==> config.mk <==
export PLATFORM = sky130hd
export DESIGN_NAME = iter_mult
export DESIGN_NICKNAME = d
export VERILOG_FILES = /design/src/rtl/mult_pkg.sv /design/src/rtl/mult_r4_pp.sv /design/src/rtl/iter_mult.sv
export SDC_FILE = /design/constraint.sdc
export NUM_CORES = 1
export LEC_CHECK = 0
export CAP_MARGIN = 40
export CORE_ASPECT_RATIO = 1.25
export CORE_UTILIZATION = 45
export CTS_BUF_LIST = sky130_fd_sc_hd__clkbuf_8
export DETAILED_ROUTE_END_ITERATION = 16
export HOLD_SLACK_MARGIN = 0.03
export PLACE_DENSITY = 0.76
export SLEW_MARGIN = 5
export SYNTH_ARGS = -nofsm -noshare
export SYNTH_HDL_FRONTEND = slang
export SYNTH_SLANG_ARGS = --single-unit
==> constraint.sdc <==
create_clock -name clk_i -period 8.4 [get_ports clk_i]
set_input_delay 2.52 -clock clk_i [delete_from_list [all_inputs] [get_ports clk_i]]
set_output_delay 2.52 -clock clk_i [all_outputs]
set_load 0.01 [all_outputs]
==> src/rtl/mult_pkg.sv <==
`default_nettype none
// ============================================================================
// Module   : mult_pkg
// Purpose  : Shared definitions for the iterative 32x32 multiplier: FSM state
//            encoding and the iteration / latency constants.
// Ports    : none (package)
// Revision : 1.0 - initial release
// ============================================================================
package mult_pkg;

    // Two multiplier bits retired per CALC cycle -> 16 iterations for 32 bits.
    localparam int MULT_ITERS   = 16;
    // Start edge to done_o: 16 CALC edges + 1 FIN edge.
    localparam int MULT_LATENCY = 17;

    typedef enum logic [1:0] {
        IDLE = 2'd0,
        CALC = 2'd1,
        FIN  = 2'd2
    } mult_state_t;

endpackage : mult_pkg
`default_nettype wire

==> src/rtl/mult_r4_pp.sv <==
`default_nettype none
// ============================================================================
// Module   : mult_r4_pp
// Purpose  : Combinational radix-4 partial-product select. Picks 0, ma, 2*ma
//            or 3*ma according to two multiplier bits.
// Ports    : ma_i   [31:0] multiplicand magnitude
//            ma3_i  [33:0] precomputed 3*ma
//            sel_i  [1:0]  current multiplier digit
//            pp_o   [33:0] selected partial product
// Revision : 1.0 - initial release
// ============================================================================
module mult_r4_pp (
    input  logic [31:0] ma_i,
    input  logic [33:0] ma3_i,
    input  logic [1:0]  sel_i,
    output logic [33:0] pp_o
);

    always_comb begin
        pp_o = 34'd0;
        case (sel_i)
            2'd0: pp_o = 34'd0;
            2'd1: pp_o = {2'b00, ma_i};
            2'd2: pp_o = {1'b0, ma_i, 1'b0};
            2'd3: pp_o = ma3_i;
            default: pp_o = 34'd0;
        endcase
    end

endmodule : mult_r4_pp
`default_nettype wire

==> src/rtl/iter_mult.sv <==
`default_nettype none
// ============================================================================
// Module   : iter_mult
// Purpose  : Iterative 32x32 -> 64 multiplier for the execute-stage ALU.
//            Radix-4 shift-add on operand magnitudes (2 bits per cycle), then
//            sign correction and optional HI/LO accumulate. Fixed latency of
//            17 cycles from the start edge to the done_o pulse.
// Macro    : MULT_ACC_EN - when defined, acc_i/acc_en_i/sub_i are latched at
//            start and applied in FIN (MADD/MSUB in-block). When undefined
//            those inputs are ignored and product_o is the plain product.
// Ports    : clk_i      clock
//            rst_i      synchronous active-high reset
//            flush_i    synchronous abort, same effect as reset
//            start_i    request, sampled only in IDLE
//            signed_i   1 = two's-complement operands
//            a_i, b_i   [31:0] multiplicand / multiplier
//            acc_i      [63:0] {hi, lo} accumulator (MULT_ACC_EN only)
//            acc_en_i   accumulate enable (MULT_ACC_EN only)
//            sub_i      1 = acc - product, 0 = acc + product
//            busy_o     state != IDLE
//            done_o     one-cycle pulse when product_o updates
//            product_o  [63:0] result, held until next done/flush/reset
// Revision : 1.0 - initial release
// ============================================================================
module iter_mult
    import mult_pkg::*;
(
    input  logic        clk_i,
    input  logic        rst_i,
    input  logic        flush_i,
    input  logic        start_i,
    input  logic        signed_i,
    input  logic [31:0] a_i,
    input  logic [31:0] b_i,
    input  logic [63:0] acc_i,
    input  logic        acc_en_i,
    input  logic        sub_i,
    output logic        busy_o,
    output logic        done_o,
    output logic [63:0] product_o
);

    mult_state_t state_q, state_d;
    logic [31:0] ma_q,      ma_d;
    logic [33:0] ma3_q,     ma3_d;
    logic [31:0] mb_q,      mb_d;
    logic        neg_q,     neg_d;
    logic [63:0] sum_q,     sum_d;
    logic [3:0]  cnt_q,     cnt_d;
    logic        done_q,    done_d;
    logic [63:0] product_q, product_d;

    logic [31:0] abs_a, abs_b;
    logic [33:0] pp;
    logic [63:0] mag;
    logic [63:0] result;

    // |0x80000000| wraps back to 0x80000000, which is the correct unsigned
    // magnitude, so no extra bit is needed.
    assign abs_a = (signed_i && a_i[31]) ? (32'd0 - a_i) : a_i;
    assign abs_b = (signed_i && b_i[31]) ? (32'd0 - b_i) : b_i;

    mult_r4_pp u_pp (
        .ma_i  (ma_q),
        .ma3_i (ma3_q),
        .sel_i (mb_q[1:0]),
        .pp_o  (pp)
    );

    assign mag = neg_q ? (64'd0 - sum_q) : sum_q;

`ifdef MULT_ACC_EN
    logic [63:0] acc_q,    acc_d;
    logic        acc_en_q, acc_en_d;
    logic        sub_q,    sub_d;

    assign result = acc_en_q ? (sub_q ? (acc_q - mag) : (acc_q + mag)) : mag;
`else
    // Accumulate inputs are intentionally ignored in this build.
    logic unused_acc;
    assign unused_acc = ^{acc_i, acc_en_i, sub_i};
    assign result     = mag;
`endif

    always_comb begin
        state_d   = state_q;
        ma_d      = ma_q;
        ma3_d     = ma3_q;
        mb_d      = mb_q;
        neg_d     = neg_q;
        sum_d     = sum_q;
        cnt_d     = cnt_q;
        done_d    = 1'b0;
        product_d = product_q;
`ifdef MULT_ACC_EN
        acc_d     = acc_q;
        acc_en_d  = acc_en_q;
        sub_d     = sub_q;
`endif
        case (state_q)
            IDLE: begin
                if (start_i) begin
                    ma_d    = abs_a;
                    ma3_d   = {2'b00, abs_a} + {1'b0, abs_a, 1'b0};
                    mb_d    = abs_b;
                    neg_d   = signed_i & (a_i[31] ^ b_i[31]);
                    sum_d   = 64'd0;
                    cnt_d   = 4'd0;
`ifdef MULT_ACC_EN
                    acc_d    = acc_i;
                    acc_en_d = acc_en_i;
                    sub_d    = sub_i;
`endif
                    state_d = CALC;
                end
            end
            CALC: begin
                // Digit cnt carries weight 4^cnt.
                sum_d = sum_q + ({30'd0, pp} << {cnt_q, 1'b0});
                mb_d  = mb_q >> 2;
                cnt_d = cnt_q + 4'd1;
                if (cnt_q == 4'(MULT_ITERS - 1)) begin
                    state_d = FIN;
                end
            end
            FIN: begin
                product_d = result;
                done_d    = 1'b1;
                state_d   = IDLE;
            end
            default: state_d = IDLE;
        endcase
    end

    always_ff @(posedge clk_i) begin
        if (rst_i || flush_i) begin
            state_q   <= IDLE;
            ma_q      <= 32'd0;
            ma3_q     <= 34'd0;
            mb_q      <= 32'd0;
            neg_q     <= 1'b0;
            sum_q     <= 64'd0;
            cnt_q     <= 4'd0;
            done_q    <= 1'b0;
            product_q <= 64'd0;
`ifdef MULT_ACC_EN
            acc_q     <= 64'd0;
            acc_en_q  <= 1'b0;
            sub_q     <= 1'b0;
`endif
        end else begin
            state_q   <= state_d;
            ma_q      <= ma_d;
            ma3_q     <= ma3_d;
            mb_q      <= mb_d;
            neg_q     <= neg_d;
            sum_q     <= sum_d;
            cnt_q     <= cnt_d;
            done_q    <= done_d;
            product_q <= product_d;
`ifdef MULT_ACC_EN
            acc_q     <= acc_d;
            acc_en_q  <= acc_en_d;
            sub_q     <= sub_d;
`endif
        end
    end

    assign busy_o    = (state_q != IDLE);
    assign done_o    = done_q;
    assign product_o = product_q;

endmodule : iter_mult
`default_nettype wire

==> impl_metrics.tcl, run 1 <==
set metrics [dict create \
    status "completed" \
    cp.required_ps 8900 \
    final_cell_area_sq_um 20400 \
    start_util_pct 45.7 \
    async_flop_share_pct 0 \
    ys_types 73 \
    pin_count 201 \
    nets 2662 \
    syn-num-nets 2607 \
    die_area_sq_um 40600 \
    critPathArrivalTime_ps 7260 \
    grt_max_degree 93 \
    critPathLaunchType "input pin" \
    ys_seq_elements 233 \
    wirelength_mm 50.7 \
    gr-usage-all-layers_pct 24.3 \
    cts_buffers 39 \
    synthCells 2362 \
    slew_viol_final 0 \
    drive_gt1_share_pct 6.99 \
    wl_per_cell_um 17.2 \
    hold_viol_final 0 \
    final_util_pct 52.3 \
    clk_pin_slew_worst_paths_ps 70 \
    fin_cells 2946 \
    dpl-instance-area_sq_um 19600 \
    postCtsSetupBuffers 0 \
    synth_flop_cell "dfxtp_1" \
    h-tree-depth 2 \
    die_w_um 180 \
    reg2reg_to "sum_q[63]" \
    fin_crit_ps 6750 \
    ys_seq_area_share_pct 26.1 \
    r2r_setup_slack_ps 2470 \
    post-route-period-util_pct 80.4 \
    ir_worst_vdd_mv 0.0779 \
    cts_resized 0 \
    maxCapViolCount 0 \
    ant_nets 0 \
    hold_path_class "reg2reg" \
    areaGrowthSynthToFinish_pct 14.3 \
    endpoint_kind "flip-flop" \
    rsz0062_at_grt "no" \
    syn-cell-area_sq_um 17900 \
    synth_edf_count 0 \
    cp_max_fo 5 \
    setup.worst_path.end "ma3_q[29]" \
    coreArea_sq_um 39100 \
    holdBufCountCts 0 \
    first_pass_iters 5 \
    clk_path_buf_depth 3 \
    rows 81 \
    critPathLaunch "a_i[9]" \
    fp.dieH_um 225 \
    max_slew.worst_pin.slew_ps 893 \
    avgSynthCellArea_sq_um 7.57 \
    fmax_ghz 0.148 \
    grt_pass1_vias 16200 \
    hold_slack_ps 450 \
    cts_tree "done" \
    setup_viol 0 \
    clock_latency_ps 570 \
    clock-sinks 233 \
    cts-root-buf "clkbuf_8" \
    drt_iter0_drc 1130 \
    finalClockSkew_ps 30.2 \
    powerDensity_nw_per_um2 137 \
    drc 0 \
    dp_hpwl_mm 38.9 \
    grt_pass1_wl_mm 81.9 \
    antenna_found_initial 1 \
    p_leak_nw 8.19 \
    tns_ps 0 \
    overflow 0 \
    reg2reg_depth 19 \
    routabilityCongestion 0.996 \
    via_per_inst 5.87 \
    synth_warnings 0 \
    place_inst 2874 \
    num_vias 17300 \
    io_buffers 134 \
    crit-reg2reg-launch "mb_q[0]" \
    path_class "in2reg" \
    max_slew_margin_pct 38.9 \
]
-- report_power, final --
group / leakage (nW) / internal (W) / switching (W)
Combinational: 5.83 / 0.000208 / 0.000306
Sequential: 1.89 / 0.00113 / 0.0000169
Clock: 0.478 / 0.000655 / 0.000488
Total: 8.19 / 0.00200 / 0.000811
-- worst min-delay path by stage --
stage          depth (start not counted)       from   endpoint
5_1_grt                                2      neg_q      neg_q
3_3_place_gp                           2  ma3_q[13]  ma3_q[13]
3_5_place_dp                           2      neg_q      neg_q
4_1_cts                                2      neg_q      neg_q
6_report                               2      neg_q      neg_q
2_1_floorplan                          2   mb_q[31]   mb_q[31]
-- layout make-up --
type,instances,area [sq um]
clock inverter,22,216
inverter,53,199
clock buffer,49,674
multi-input combinational,1931,12500
sequential,233,4670
tap,498,623
antenna,1,2.50
timing repair buffer,159,1560
fill,3807,18700
-- synth_stat cells, drive strengths merged (31+ instances only) --
master / number / area (sq um)
nand2: 265 / 995
nor2: 244 / 916
dfxtp: 233 / 4660
a21oi: 181 / 906
o21ai: 180 / 901
clkbuf: 124 / 465
xor2: 112 / 981
ha: 108 / 1350
xnor2: 79 / 692
a211oi: 68 / 510
a22oi: 63 / 473
mux2i: 61 / 611
a21o: 58 / 435
nor3: 56 / 292
inv: 53 / 199
nand3: 52 / 265
mux2: 50 / 563
o31ai: 35 / 263
or3: 31 / 204
-- metal layers --
layer	share of wire [%]	track usage [%]	up-vias
li1	-	-	8664
met1	43	29.5	8056
met2	50	43.8	475
met3	4.1	2.68	105
met4	3.4	9.65	0
met5	0	0	-
-- cell families after synthesis --
kind of cell,after synthesis,share of synthesized area (%)
and+or+nand+nor,800,20.5
AOI/OAI and AO/OA,719,25.6
DFF,233,26.1
buffers and inverters,198,4.16
xor gates and xnor gates,191,9.35
muxes,111,6.56
adders and majority gates,110,7.78
-- critical path: stages --
cell             delay [ps]
clkdlybuf4s50_1         470
or4_1                   560
or3_1                   390
nor4_1                  520
nor2_1                  120
xnor2_1                 200
ha_1                    380
and2_1                  220
nand2_1                  90
a211oi_1                460
nor4b_1                 170
o31ai_1                 470
a311oi_1                190
or4_1                   420
nand3_1                  70
-- layout by cell type (no fill, tap or decap), types with 35 or more instances in the layout --
master,instances
mux2i_1,61
a22oi_1,63
xnor2_1,79
o31ai_1,35
dfxtp_1,230
a21o_1,58
clkbuf_8,49
nand3_1,51
nor3_1,54
inv_1,60
nand2_1,264
mux2_2,50
xor2_1,112
a21oi_1,181
clkdlybuf4s50_1,134
o21ai_0,179
nor2_1,244
a211oi_1,68
ha_1,108
-- metrics by stage --
stage	setup WS [ps]	power, W
after floorplan	2240	0.00153
after global placement	1160	0.00166
after detailed placement	1190	0.00168
after CTS	1740	0.00282
after global routing	1270	0.00294
final	1650	0.00281
-- registers in the layout, summed over array words and instances (netlist names) --
register	cells
sum_q	64
product_o	64
mb_q	32
ma_q	32
ma3_q	33
neg_q	1
cnt_q	4
state_q	2
done_o	1
No activity file was read; power rests on OpenSTA's default activity.
==> run 2, diff against run 1 <==
--- a/config.mk
+++ b/config.mk
@@ -11,7 +11,7 @@
 export CTS_BUF_LIST = sky130_fd_sc_hd__clkbuf_8
 export DETAILED_ROUTE_END_ITERATION = 16
 export HOLD_SLACK_MARGIN = 0.03
-export PLACE_DENSITY = 0.76
+export PLACE_DENSITY = 0.79
 export SLEW_MARGIN = 5
 export SYNTH_ARGS = -nofsm -noshare
 export SYNTH_HDL_FRONTEND = slang
==> constraint.sdc (replaced) <==
create_clock -name clk_i -period 5.7 [get_ports clk_i]
set_input_delay 1.71 -clock clk_i [delete_from_list [all_inputs] [get_ports clk_i]]
set_output_delay 1.71 -clock clk_i [all_outputs]
set_load 0.01 [all_outputs]
==> run 2 against run 1 <==
  * Routed wire length grew 5.1%
  * Critical path depth grew 1
  * Setup slack lost 1400 ps
  * Clock power grew 38%
  * Hold slack lost 0.93 ps
  * Via count grew 4.6%
  * Critical endpoint is now ma3_q[26]
  * Sequential share of layout area shrank 1.4 points
  * Cell count grew 5.6%
  * Largest power group unchanged
==> impl_metrics.tcl, run 2 (synthesis gave the netlist of run 1 again) <==
set metrics [dict create \
    hold_slack_ps 449 \
    critPathLaunchType "input pin" \
    coreArea_sq_um 39100 \
    finalClockSkew_ps 27.3 \
    routabilityCongestion 1.03 \
    hold_path_class "reg2reg" \
    fmax_ghz 0.182 \
    worstHoldStart "ma3_q[19]" \
    cp_max_fo 4 \
    slowest_delay_ps 640 \
    h-tree-depth 2 \
    endpoint_kind "flip-flop" \
    pwr-share-clk_pct 37.2 \
    switching_share_pct 29.2 \
    r2r_setup_slack_ps 240 \
    rows 81 \
    grt_pass1_wl_mm 86.3 \
    start_util_pct 45.7 \
    clk_pin_slew_worst_paths_ps 60 \
    maxCapViolCount 0 \
    drive_gt1_share_pct 13.2 \
    critPathArrivalTime_ps 5990 \
    p_leak_nw 9.01 \
    hold_viol_final 0 \
    reg2reg_depth 20 \
    seqPwrFrac_pct 40.1 \
    clock_latency_ps 590 \
    reg2reg_to "sum_q[63]" \
    ant_nets 0 \
    cts-root-buf "clkbuf_8" \
    slew_viol_final 0 \
    cp_slowest_cell "or4b_2" \
    wirelength_mm 53.4 \
    first_pass_iters 6 \
    overflow 0 \
    dp_hpwl_mm 41.2 \
    cp_common_cell "buf_4" \
    fill_cells 3651 \
    drt_iter0_drc 1236 \
    gr-usage-all-layers_pct 25.7 \
    p_comb_share_pct 22.8 \
    max_slew_margin_pct 39.5 \
    fin_crit_ps 5500 \
    final_cell_area_sq_um 21800 \
    p_int_w 0.00299 \
    hold_depth 2 \
    mostFrequentLayoutCells "264 x nand2_1, 243 x nor2_1, 230 x dfxtp_1" \
    die_w_um 180 \
    report.power.total_w 0.00423 \
    path_class "in2reg" \
    final_common_cell "nand2_1" \
    ir_worst_vdd_mv 0.115 \
    grt_max_degree 100 \
    hold_end "ma3_q[19]" \
    powerDensity_nw_per_um2 194 \
    via_per_inst 5.82 \
    crit_buf_inv 3 \
    holdBufCountCts 0 \
    final_util_pct 55.6 \
    wl_per_cell_um 17.2 \
    cts_tree "done" \
    crit_family "simple AND/OR/NAND/NOR gates" \
    p_switching_w 0.00123 \
    setup_viol 0 \
    crit-reg2reg-launch "mb_q[1]" \
    status "completed" \
    antenna_found_initial 1 \
    num_vias 18100 \
    dpl-instance-area_sq_um 20900 \
    cts_buffers 40 \
    post-route-period-util_pct 96.4 \
    grt_pass1_vias 17300 \
    fp.dieH_um 225 \
    nets 2833 \
    areaGrowthSynthToFinish_pct 21.7 \
    clock-sinks 233 \
    pin_count 201 \
    max_slew.worst_pin.slew_ps 908 \
    cp_cell_sequence "clkdlybuf4s50_1, or4_1, or3_4, nand2b_1, nor3_1, nor2_1, xor2_2, ha_1, nand4_1, buf_4, nor4_4, o32a_1, buf_4, a41oi_1, or4b_2, a31oi_1" \
    drc 0 \
    cp.required_ps 6190 \
    io_buffers 134 \
    clk_path_buf_depth 3 \
    die_area_sq_um 40600 \
]
run 2: worst max path at each step:
stage | startpoint | to | depth (start not counted)
2_1_floorplan | a_i[11] | ma3_q[30] | 17
3_3_place_gp | a_i[11] | ma3_q[26] | 16
3_5_place_dp | a_i[11] | ma3_q[29] | 20
4_1_cts | mb_q[1] | sum_q[63] | 22
5_1_grt | a_i[11] | ma3_q[26] | 16
6_report | a_i[11] | ma3_q[26] | 16
run 2: through the flow:
step | setup WS (ps) | instances | TNS, ps
2_1_floorplan | 351 | 2362 | 0
3_3_place_gp | -322 | 3039 | -2190
3_5_place_dp | -430 | 3042 | -3170
4_1_cts | 99.7 | 3108 | 0
5_1_grt | -21.1 | 3111 | -21.1
6_report | 205 | 3111 | 0
run 2: repair_timing:
| action | CTS | global route |
|---|---|---|
| resized for setup | 0 | 20 |
| hold endpoints to repair | 0 | 0 |
| setup buffers | 0 | 2 |
| setup endpoints to repair | 0 | 16 |
run 2: routing by layer:
metal,track usage (%),vias up,routed length [um]
met2,45.8,495,26300
met1,30.3,8468,22400
li1,-,8998,-
met3,3.04,140,2140
met4,13.2,0,2580
met5,0,-,0
run 2: power groups by stage:
stage / logic, W / registers [W] / clock network [W]
2_1_floorplan: 0.000539 / 0.00172 / 0
3_3_place_gp: 0.000911 / 0.00173 / 0
3_5_place_dp: 0.000937 / 0.00173 / 0
4_1_cts: 0.000944 / 0.00169 / 0.00161
5_1_grt: 0.00105 / 0.00170 / 0.00168
6_report: 0.000962 / 0.00169 / 0.00157
run 2: worst min-delay path, stage by stage, from the launching register on:
cell,delay (ps)
dfxtp_1,310
nand2_1,50
a21oi_1,50
run 2: layout make-up:
type,count,area [sq um],share of cell area [%]
Inverter,53,199,0.914
Sequential cell,233,4670,21.4
Multi-Input combinational cell,1931,12600,57.8
Timing Repair Buffer,329,2890,13.3
Tap cell,498,623,2.86
Clock inverter,17,134,0.615
Clock buffer,49,674,3.10
Antenna cell,1,2.50,0.0115
==> run 3, diff against run 2 <==
--- a/config.mk
+++ b/config.mk
@@ -7,11 +7,11 @@
 export LEC_CHECK = 0
 export CAP_MARGIN = 40
 export CORE_ASPECT_RATIO = 1.25
-export CORE_UTILIZATION = 45
+export CORE_UTILIZATION = 54
 export CTS_BUF_LIST = sky130_fd_sc_hd__clkbuf_8
 export DETAILED_ROUTE_END_ITERATION = 16
 export HOLD_SLACK_MARGIN = 0.03
-export PLACE_DENSITY = 0.79
+export PLACE_DENSITY = 0.9
 export SLEW_MARGIN = 5
 export SYNTH_ARGS = -nofsm -noshare
 export SYNTH_HDL_FRONTEND = slang
==> run 3 against run 2 <==
  * Sequential share of layout area rose by 0.42 points
  * Highest routed layer unchanged
  * Critical endpoint unchanged
  * Clock power hardly changed
  * Final area decreased by 1.9%
  * Critical path type unchanged
  * Utilization rose by 9.7 points
  * Combinational power decreased by 2.8%
  * Hold slack improved by 5.4 ps
  * Clock-buffer cell count decreased by 1
  * Largest power group unchanged
  * Sequential power hardly changed
==> impl_metrics.tcl, run 3 (synthesis gave the netlist of run 1 again) <==
set metrics [dict create \
    status "completed" \
    clk_pin_slew_worst_paths_ps 60 \
    dr_wl_met2_mm 25.7 \
    die_w_um 165 \
    cp_slowest_cell "or4b_2" \
    cts-root-buf "clkbuf_8" \
    rows 74 \
    ant_nets 0 \
    fp.dieH_um 205 \
    cp_common_cell "nor4_1" \
    fin_crit_ps 5500 \
    antenna_found_initial 0 \
    maxCapViolCount 0 \
    hold_slack_ps 454 \
    cts_tree "done" \
    drive_gt1_share_pct 12.0 \
    gr-usage-all-layers_pct 30.6 \
    cts_buffers 38 \
    areaGrowthSynthToFinish_pct 19.4 \
    reg2reg_depth 19 \
    setup.worst_path.end "ma3_q[26]" \
    powerDensity_nw_per_um2 196 \
    final_common_cell "nand2_1" \
    drt_iter0_drc 1705 \
    critPathLaunchType "input pin" \
    p_leak_nw 8.83 \
    antennaDiodeCount 0 \
    finalClockSkew_ps 28.5 \
    first_pass_iters 5 \
    overflow 0 \
    nets 2794 \
    hold_viol_final 0 \
    cp_max_fo 5 \
    final_cell_area_sq_um 21400 \
    grt_max_degree 84 \
    r2r_setup_slack_ps 270 \
    cp_cell_sequence "clkdlybuf4s50_1, nor4_1, nand3b_1, buf_4, o21ai_0, xnor2_1, ha_1, inv_1, o21bai_1, a21oi_1, o2111a_1, nor4_1, o32a_1, a41oi_1, or4b_2, a31oi_1" \
    wl_per_cell_um 17.3 \
    routabilityCongestion 0.996 \
    crit_cells 16 \
    critPathArrivalTime_ps 5990 \
    grt_pass1_vias 17300 \
    final_util_pct 65.3 \
    clk_path_buf_depth 3 \
    dp_hpwl_mm 39.6 \
    max_slew.worst_pin.slew_ps 858 \
    reg2reg_to "sum_q[61]" \
    pin_count 201 \
    start_util_pct 54.7 \
    crit_family "simple AND/OR/NAND/NOR gates" \
    num_vias 18100 \
    path_class "in2reg" \
    drc 0 \
    mostFrequentLayoutCells "264 x nand2_1, 243 x nor2_1, 229 x dfxtp_1" \
    slew_viol_final 0 \
    dpl-instance-area_sq_um 20500 \
    coreArea_sq_um 32700 \
    ir_worst_vdd_mv 0.179 \
    clock-sinks 233 \
    crit_buf_inv 3 \
    setup_viol 0 \
    holdBufCountCts 0 \
    grt_pass1_wl_mm 84.3 \
    wl_met1_mm 21.0 \
    wirelength_mm 51.8 \
    hold_path_class "reg2reg" \
    die_area_sq_um 33900 \
    top_layer "met4" \
    post-route-period-util_pct 96.5 \
    cp.required_ps 6190 \
    clock_latency_ps 580 \
    h-tree-depth 2 \
    crit-reg2reg-launch "mb_q[1]" \
    max_slew_margin_pct 42.6 \
    critPathLaunch "a_i[5]" \
    postCtsSetupBuffers 0 \
    io_buffers 134 \
    via_per_inst 6.03 \
    wl_met3_mm 2.48 \
    slowest_delay_ps 620 \
    endpoint_kind "flip-flop" \
    fmax_ghz 0.182 \
]
run 3: changes by cell type in the layout (fill, tap and decap cells not counted), moves of 2 or more:
cell,change
buf_4,-35
nor4_1,+2
ha_4,+2
ha_1,-2
o21ai_1,-2
o21ai_0,+2
clkinv_2,+4
run 3: metrics by stage:
stage                     setup slack (ps)  cells  power [W]  TNS (ps)
after floorplan                        351   2362    0.00226         0
after global placement                -268   2925    0.00260     -1680
after detailed placement              -369   2927    0.00263     -2520
after CTS                              106   2995    0.00418         0
after global routing                 -55.1   2995    0.00437     -80.0
final                                  201   2995    0.00419         0
run 3: metal layers:
| metal | GRT usage, % | vias to the layer above |
|---|---|---|
| li1 | - | 8937 |
| met1 | 35.4 | 8388 |
| met2 | 54.8 | 605 |
| met5 | 0 | - |
| met3 | 3.53 | 139 |
| met4 | 15.7 | 0 |
run 3: power breakdown:
group / leakage (nW) / switching (W) / internal, W / total (W)
registers: 1.89 / 0.0000263 / 0.00167 / 0.00169
clock network: 0.446 / 0.000706 / 0.000854 / 0.00156
logic: 6.49 / 0.000494 / 0.000441 / 0.000935
run 3: worst register-to-register path, cell delays in order, from the launching register on:
cell	delay, ps
dfxtp_2	440
buf_12	220
mux2_2	380
a22oi_1	210
mux2i_1	150
mux2_2	320
o21ai_0	440
mux2i_1	260
ha_1	440
nand4_1	190
nor4_1	400
buf_4	180
o311ai_0	120
buf_4	190
a31oi_1	310
nor2_1	120
o31a_1	340
o22ai_1	270
mux2i_1	220
o21ai_0	80
run 3: final cells by class:
type                    instances  area [sq um]
repair buffers                292          2590
fillers                      2714         11300
multi-input cells            1931         12600
clock buffers                  48           661
well taps                     418           523
flip-flops and latches        233          4670
clock inverters                20           150
inverters                      53           199
run 3: worst min-delay path by stage:
stage | startpoint | endpoint | slack [ps] | cells past startpoint
floorplan | mb_q[31] | mb_q[31] | 430 | 2
global placement | mb_q[30] | mb_q[30] | 440 | 2
detailed placement | ma3_q[18] | ma3_q[18] | 440 | 2
CTS | ma3_q[8] | ma3_q[8] | 450 | 2
global route | ma3_q[18] | ma3_q[18] | 460 | 2
finish | ma3_q[9] | ma3_q[9] | 450 | 2
run 3: timing repair:
action	in CTS	in global routing
endpoints found under the hold margin	0	0
resized for setup	0	14
setup endpoints to repair	0	12
